===== src/rtl/elevator_call_dispatcher.sv =====
// elevator_call_dispatcher: latches call buttons and issues SCAN-ordered target floors over valid/ack
module elevator_call_dispatcher #(
  parameter int NUM_FLOORS     = 10,
  parameter int FLOOR_W        = 4,
  parameter int ARRIVE_TIMEOUT = 255
) (
  input  logic                  clk,
  input  logic                  reset_n,
  input  logic [NUM_FLOORS-1:0] call_btn,
  input  logic [FLOOR_W-1:0]    floor_number_in,
  input  logic                  door_open_in,
  input  logic                  emer_stop,
  input  logic                  power_supply,
  input  logic                  req_ack,
  output logic [FLOOR_W-1:0]    request_floor,
  output logic                  req_valid,
  output logic [1:0]            direction,
  output logic [NUM_FLOORS-1:0] pending_calls,
  output logic [FLOOR_W-1:0]    call_count
);
  localparam int CW = $clog2(ARRIVE_TIMEOUT + 1);
  localparam logic [1:0] DIR_NONE = 2'b00, DIR_UP = 2'b01, DIR_DN = 2'b10;
  typedef enum logic [2:0] {IDLE, SELECT, ISSUE, WAIT_ARRIVE, SERVE, HOLD} state_t;
  state_t state, state_nx;
  logic [CW-1:0] cnt, cnt_nx;
  logic [FLOOR_W-1:0] rf_nx, up_f, dn_f, sel_f, pc_nx;
  logic [1:0] dir_nx, sel_d;
  logic rv_nx, here_hit, up_hit, dn_hit, go_up, arrived;
  logic [NUM_FLOORS-1:0] clr, pend_nx;
  // An out-of-range current floor matches nothing and sits above every floor.
  always_comb begin
    here_hit = 1'b0;
    up_hit = 1'b0;
    dn_hit = 1'b0;
    up_f = '0;
    dn_f = '0;
    for (int i = NUM_FLOORS - 1; i >= 0; i--)
      if (pending_calls[i] && FLOOR_W'(i) > floor_number_in) begin
        up_hit = 1'b1;
        up_f = FLOOR_W'(i);
      end
    for (int i = 0; i < NUM_FLOORS; i++) begin
      if (pending_calls[i] && FLOOR_W'(i) < floor_number_in) begin
        dn_hit = 1'b1;
        dn_f = FLOOR_W'(i);
      end
      if (pending_calls[i] && FLOOR_W'(i) == floor_number_in) here_hit = 1'b1;
    end
  end
  assign go_up   = (direction == DIR_DN) ? !dn_hit : up_hit;
  assign sel_f   = here_hit ? floor_number_in : go_up ? up_f : dn_f;
  assign sel_d   = here_hit ? direction : go_up ? DIR_UP : DIR_DN;
  assign arrived = door_open_in && floor_number_in == request_floor;
  always_comb begin
    state_nx = state;
    rf_nx = request_floor;
    rv_nx = req_valid;
    dir_nx = direction;
    cnt_nx = cnt;
    if (emer_stop || !power_supply) begin
      state_nx = HOLD;
      rv_nx = 1'b0;
    end else begin
      case (state)
        IDLE: begin
          if (pending_calls == '0) dir_nx = DIR_NONE;
          else state_nx = SELECT;
        end
        SELECT: begin
          state_nx = ISSUE;
          rf_nx = sel_f;
          dir_nx = sel_d;
          rv_nx = 1'b1;
        end
        ISSUE: if (req_ack) begin
          state_nx = WAIT_ARRIVE;
          rv_nx = 1'b0;
          cnt_nx = '0;
        end
        WAIT_ARRIVE: begin
          if (arrived) state_nx = SERVE;
          else if (cnt == CW'(ARRIVE_TIMEOUT)) state_nx = IDLE;
          else cnt_nx = cnt + CW'(1);
        end
        default: state_nx = IDLE;
      endcase
    end
  end
  // Clearing the served floor wins over a same-edge button press.
  assign clr = (state_nx == SERVE) ? NUM_FLOORS'(1) << request_floor : '0;
  assign pend_nx = (pending_calls | call_btn) & ~clr;
  always_comb begin
    pc_nx = '0;
    for (int i = 0; i < NUM_FLOORS; i++) pc_nx = pc_nx + FLOOR_W'(pend_nx[i]);
  end
  always_ff @(posedge clk or negedge reset_n) begin
    if (!reset_n) begin
      state <= IDLE;
      cnt <= '0;
      request_floor <= '0;
      req_valid <= 1'b0;
      direction <= DIR_NONE;
      pending_calls <= '0;
      call_count <= '0;
    end else begin
      state <= state_nx;
      cnt <= cnt_nx;
      request_floor <= rf_nx;
      req_valid <= rv_nx;
      direction <= dir_nx;
      pending_calls <= pend_nx;
      call_count <= pc_nx;
    end
  end
endmodule


===== config.mk =====
export PLATFORM = sky130hd
export DESIGN_NAME = elevator_call_dispatcher
export DESIGN_NICKNAME = d
export VERILOG_FILES = /design/src/rtl/elevator_call_dispatcher.sv
export SDC_FILE = /design/constraint.sdc
export NUM_CORES = 1
export LEC_CHECK = 0
export ABC_AREA = 1
export CAP_MARGIN = 20
export CORE_UTILIZATION = 50
export DETAILED_ROUTE_END_ITERATION = 6
export DONT_BUFFER_PORTS = 1
export GPL_TIMING_DRIVEN = 0
export PLACE_DENSITY = 0.76
export SETUP_SLACK_MARGIN = 0.05
export SLEW_MARGIN = 20
export SYNTH_ARGS = -nofsm -noshare
export SYNTH_HDL_FRONTEND = slang
export SYNTH_SLANG_ARGS = --single-unit

===== constraint.sdc =====
create_clock -name clk -period 5 [get_ports clk]
set_input_delay 1 -clock clk [delete_from_list [all_inputs] [get_ports clk]]
set_output_delay 1 -clock clk [all_outputs]
set_load 0.005 [all_outputs]

Yosys cells after proc, flatten, opt, wreduce, memory -nomap -nowiden
Cells that the tools add are included.
{"block": "word_totals", "reg_bits": 32, "wordCells": 178, "output_inout_bits": 21, "input_bits": 20}
{"block": "classes", "n_lt_le_gt_ge": 20, "bitwise_logic": 4, "reduce_logical": 44, "shift": 1, "add_sub_neg": 10, "n_eq_ne": 22, "n_mux": 70}
{"op": "$mux 4", "n": 20}
{"op": "$mux 1", "n": 34}
{"op": "$logic_and 1x1->1", "n": 31}
{"op": "$add 4x1->4", "n": 6}
{"op": "$mux 8", "n": 3}
{"op": "$eq 3x4->1 const A", "n": 4}
{"op": "$gt 3x4->1 const A", "n": 4}
{"op": "$lt 3x4->1 const A", "n": 4}
{"op": "$pmux 8 s2", "n": 1}
{"op": "$mux 3", "n": 5}
{"op": "$pmux 3 s4", "n": 1}
{"op": "$and 10x10->10", "n": 1}
{"op": "$logic_not 10->1", "n": 1}
{"op": "$mux 10", "n": 1}
{"op": "$ne 2x2->1 const B", "n": 5}
{"op": "$not 10->10", "n": 1}
{"op": "$or 10x10->10", "n": 1}
{"op": "$shl 1x4->10 const A", "n": 1}
{"op": "$add 8x1->8 const B", "n": 1}
{"op": "$eq 2x4->1 const A", "n": 2}
{"op": "$eq 4x4->1 const A", "n": 2}
{"op": "$eq 8x8->1 const B", "n": 1}
{"op": "$gt 1x4->1 const A", "n": 2}
{"op": "$gt 2x4->1 const A", "n": 2}
{"op": "27 further kinds", "n": 37}

Longest topological paths before layout
{"block": "logic_depth", "word_depth": 18, "mapped_depth": 19, "depth_no_buf": 18}

Least setup slack after synthesis
Ideal clock, no wire load.
{"block": "synth_path", "path_kind": "in2reg", "from": "input port floor_number_in[1]", "to": "register call_count[2]", "t_required_ps": 4874, "n_path_buf": 1, "t_arrival_ps": 4175, "setup_slack_ps": 699, "cell_stages": 19, "path_cell_list": "buf_4 -> inv_2 -> o22ai_1 -> a21oi_1 -> nand2_2 -> nor2_2 -> nand3_2 -> nor3_2 -> nand2_1 -> o21ai_2 -> fa_1 -> inv_1 -> fa_1 -> inv_1 -> fa_1 -> inv_1 -> ha_1 -> fa_1 -> xor2_1"}
{"block": "synth_between", "elab_chain_len": 18}
{"element": "from (decl)", "line_no": "10", "text": "input logic [FLOOR_W-1:0] floor_number_in,"}
{"element": "$eq 4x4->1 (*)", "line_no": "53", "text": "assign arrived = door_open_in && floor_number_in == request_floor;"}
{"element": "$logic_and 1x1->1 (*)", "line_no": "53"}
{"element": "$mux 3 (*)", "line_no": "81", "text": "if (arrived) state_nx = SERVE;"}
{"element": "$pmux 3 s4 (*)", "line_no": "64", "text": "case (state)"}
{"element": "$mux 3 (*)", "line_no": "60", "text": "if (emer_stop || !power_supply) begin"}
{"element": "$eq 3x3->1 (*)", "line_no": "90", "text": "assign clr = (state_nx == SERVE) ? NUM_FLOORS'(1) << request_floor : '0;"}
{"element": "$mux 10 (*)", "line_no": "90"}
{"element": "$not 10->10 (*)", "line_no": "91", "text": "assign pend_nx = (pending_calls | call_btn) & ~clr;"}
{"element": "$and 10x10->10 (*)", "line_no": "91"}
{"element": "$add 1x1->2", "line_no": "94", "text": "for (int i = 0; i < NUM_FLOORS; i++) pc_nx = pc_nx + FLOOR_W'(pend_nx[i]);"}
{"element": "$add 2x1->3", "line_no": "94"}
{"element": "$add 3x1->4", "line_no": "94"}
{"element": "$add 4x1->4 (5 in series)", "line_no": "94"}
{"element": "$add 4x1->4 (*)", "line_no": "94"}
{"element": "via pc_nx[2]", "line_no": "26", "text": "logic [FLOOR_W-1:0] rf_nx, up_f, dn_f, sel_f, pc_nx;"}
{"element": "to (signal assigned)", "line_no": "112", "text": "call_count <= pc_nx;"}
{"element": "to (decl)", "line_no": "19", "text": "output logic [FLOOR_W-1:0] call_count"}
The timed path passes the listed nets; every way through them passes the cells marked *.
A chain may end at the register's enable or synchronous reset.

Final worst setup path
Ends and elaborated chain as after synthesis.

==> results.txt <==
max_slew headroom -> 0.723
GP Congestion -> 0.914
status -> completed
die width -> 72.8 um
GRT Util Overall -> 0.242
ant diodes -> 0
CP startpoint -> floor_number_in[1]
Synth warnings -> 0
clock group share of total power -> 0.367
CTS tree -> built
CP arrival -> 4.52 ns
skew final -> 0.00880 ns
Critical Path End Type -> flip-flop
Wirelength per Cell -> 14.1 um
Reg-to-Reg Start -> pending_calls[4]
# IOs -> 41
final setup vio count -> 0
syn nets -> 362
Register Area -> 801 um2
Switch Pwr -> 0.233 mW
predominant post-synthesis flop cell -> dfrtp_1
most frequent cell after synthesis -> nand2_1
First-pass DRT Iterations -> 5
drt drc -> 0
CTS Hold Bufs -> 0
final hold slack -> 0.401 ns
number of global-route vias before repair -> 2139
CTS Root Cell -> clkbuf_8
area of the die -> 5300 um2
RSZ-0062 raised after global routing -> no
VDD IR max -> 0.000161 V
async set-reset flop share out of synthesis -> 1.00
core region area -> 4790 um2
global-route wire length before repair -> 9870 um
Post-CTS Resized -> 0
DRT Wirelength -> 5740 um
maximum buffer depth of the clock tree -> 2
H-tree depth -> 2
post-synth cell types -> 39
clk_lat worst skew -> 0.28 ns
Yosys top cell by area -> dfrtp_1
Hold Vio Cnt, Final -> 0
grt total ovfl -> 0
Initial Util -> 0.523
sequential share of the synthesized area -> 0.320
Port Buf Inserts -> 0
mapped cell area -> 2500 um2
TritonCTS Buffers -> 5
Critical Path Fanout Max -> 9
Vias -> 2204
Reg clk slew, reported paths -> 0.07 ns
Int Power -> 0.507 mW
Sw Share -> 0.315
setup_tns -> 0 ns
layout cells sized above 1 -> 0.202
Layout Utilization -> 0.567
synth cell count leaders -> 66 x nand2_1, 43 x inv_1, 36 x nor2_1
kind of critical path -> in2reg
maxcap violations -> 0
worst slew pin tran -> 0.413 ns
CP endpoint -> call_count[2]
fin crit share -> 0.869
Post-synth EDFFs -> 0
final setup margin -> 0.654 ns
Final HPWL DP -> 4490 um
share of the synthesized area in the top cell type -> 0.320
Synth Area per Inst -> 7.52 um2
LEAKAGE -> 1.29 nW
logic gate share of total power -> 0.214
fill count -> 445
Max Fclk -> 230 MHz
Reg2Reg Depth -> 18
Pwr Total -> 0.741 mW
fin nets -> 369
multi-input logic area -> 1420 um2
top cells by area, synth -> dfrtp_1 32%, nand2_1 9.9%, inv_1 6.4%
setup slack, reg-to-reg -> 0.98 ns
largest net degree at the start of global routing -> 33
CTS Sinks -> 32
CP Launch Type -> primary input
Worst R2R End -> call_count[2]
die height -> 72.8 um
worst endpoint required time -> 5.17 ns
setup bufs post-CTS -> 0
Min-Delay Path Class -> in2async
Slew Viols, Final -> 0
sequential power share -> 0.419
fin crit period -> 4.35 ns
row count -> 25
initial antenna violation count -> 0
vias per inst -> 5.40
Yosys reg bits -> 32
Initial DRC Count -> 209
Syn Inst Count -> 333
dpl ws -> 0.390 ns
Power Dens Cells -> 273 nW/um2
Routed Antenna Nets -> 0
Area Overhead vs Synth -> 8.39%
routing by layer:
| layer | wire length [um] | vias to the layer above | GRT usage |
|---|---|---|---|
| met5 | 0 | - | 0 |
| met4 | 83 | 0 | 0.0871 |
| met3 | 452 | 16 | 0.0691 |
| met2 | 2770 | 73 | 0.385 |
| met1 | 2430 | 1031 | 0.316 |
| li1 | - | 1084 | - |
cell families after synthesis:
| group | synth area share |
|---|---|
| xor+xnor | 0.0175 |
| buf+inv | 0.113 |
| compound gates | 0.128 |
| flops | 0.320 |
| fa+ha+maj | 0.0629 |
| simple gates | 0.358 |
state kept, by name, summed over array words and instances, names as in the netlist:
register and flops:
call_count 4, cnt 8, direction 2, pending_calls 10, req_valid 1, request_floor 4, state 3
critical path, cell delays in order:
cell and delay [ns]:
buf_4 0.16, inv_2 0.09, o22ai_1 0.19, a21oi_1 0.07
nand2_2 0.14, nor2_2 0.05, nand3_2 0.12, inv_2 0.08
nand3_1 0.09, o21ai_2 0.09, fa_1 0.55, inv_1 0.05
fa_1 0.50, inv_1 0.05, fa_1 0.48, inv_1 0.04
ha_1 0.20, fa_1 0.38, xor2_1 0.17
power groups by stage:
| stage | Combinational, mW | Sequential, mW | Clock (mW) |
|---|---|---|---|
| finish | 0.159 | 0.310 | 0.272 |
| global route | 0.178 | 0.313 | 0.289 |
| CTS | 0.158 | 0.310 | 0.277 |
| detailed placement | 0.157 | 0.314 | 0 |
| global placement | 0.154 | 0.314 | 0 |
| floorplan | 0.133 | 0.303 | 0 |
per-stage QoR:
step                      instance area (um2)  instances
after floorplan                          2500        333
after global placement                   2590        400
after detailed placement                 2590        400
after CTS                                2720        408
after global routing                     2720        408
final                                    2720        408
cells in the final DEF, fill, tap and decap left out, types with 5 or more instances in the layout:
master and count:
a21oi_1 12, clkbuf_8 7, dfrtp_1 32, fa_1 6, inv_1 43, inv_2 14, nand2_1 66, nand2_2 8
nand3_1 30, nand4_1 5, nor2_1 36, nor3_1 5, o21ai_0 9, o21ai_1 11, o21ai_2 7, xor2_1 5
worst min path at each step:
stage                        from           end  slack, ns  cells past startpoint
after global placement     cnt[4]        cnt[4]       0.55                      2
after detailed placement   cnt[5]        cnt[5]       0.56                      2
after global routing      reset_n        cnt[0]       0.39                      0
after CTS                 reset_n        cnt[1]       0.40                      0
after floorplan            cnt[6]        cnt[6]       0.52                      2
final                     reset_n  direction[1]       0.40                      0
area by class of cell:
cell class | instances | area share
buffer | 5 | 0.0194
tap | 67 | 0.0309
inverter | 59 | 0.0853
clock buffer | 7 | 0.0355
sequential | 32 | 0.295
clock inverter | 1 | 0.0111
multi-input combinational | 237 | 0.523
(Power assumes the default switching activity.)
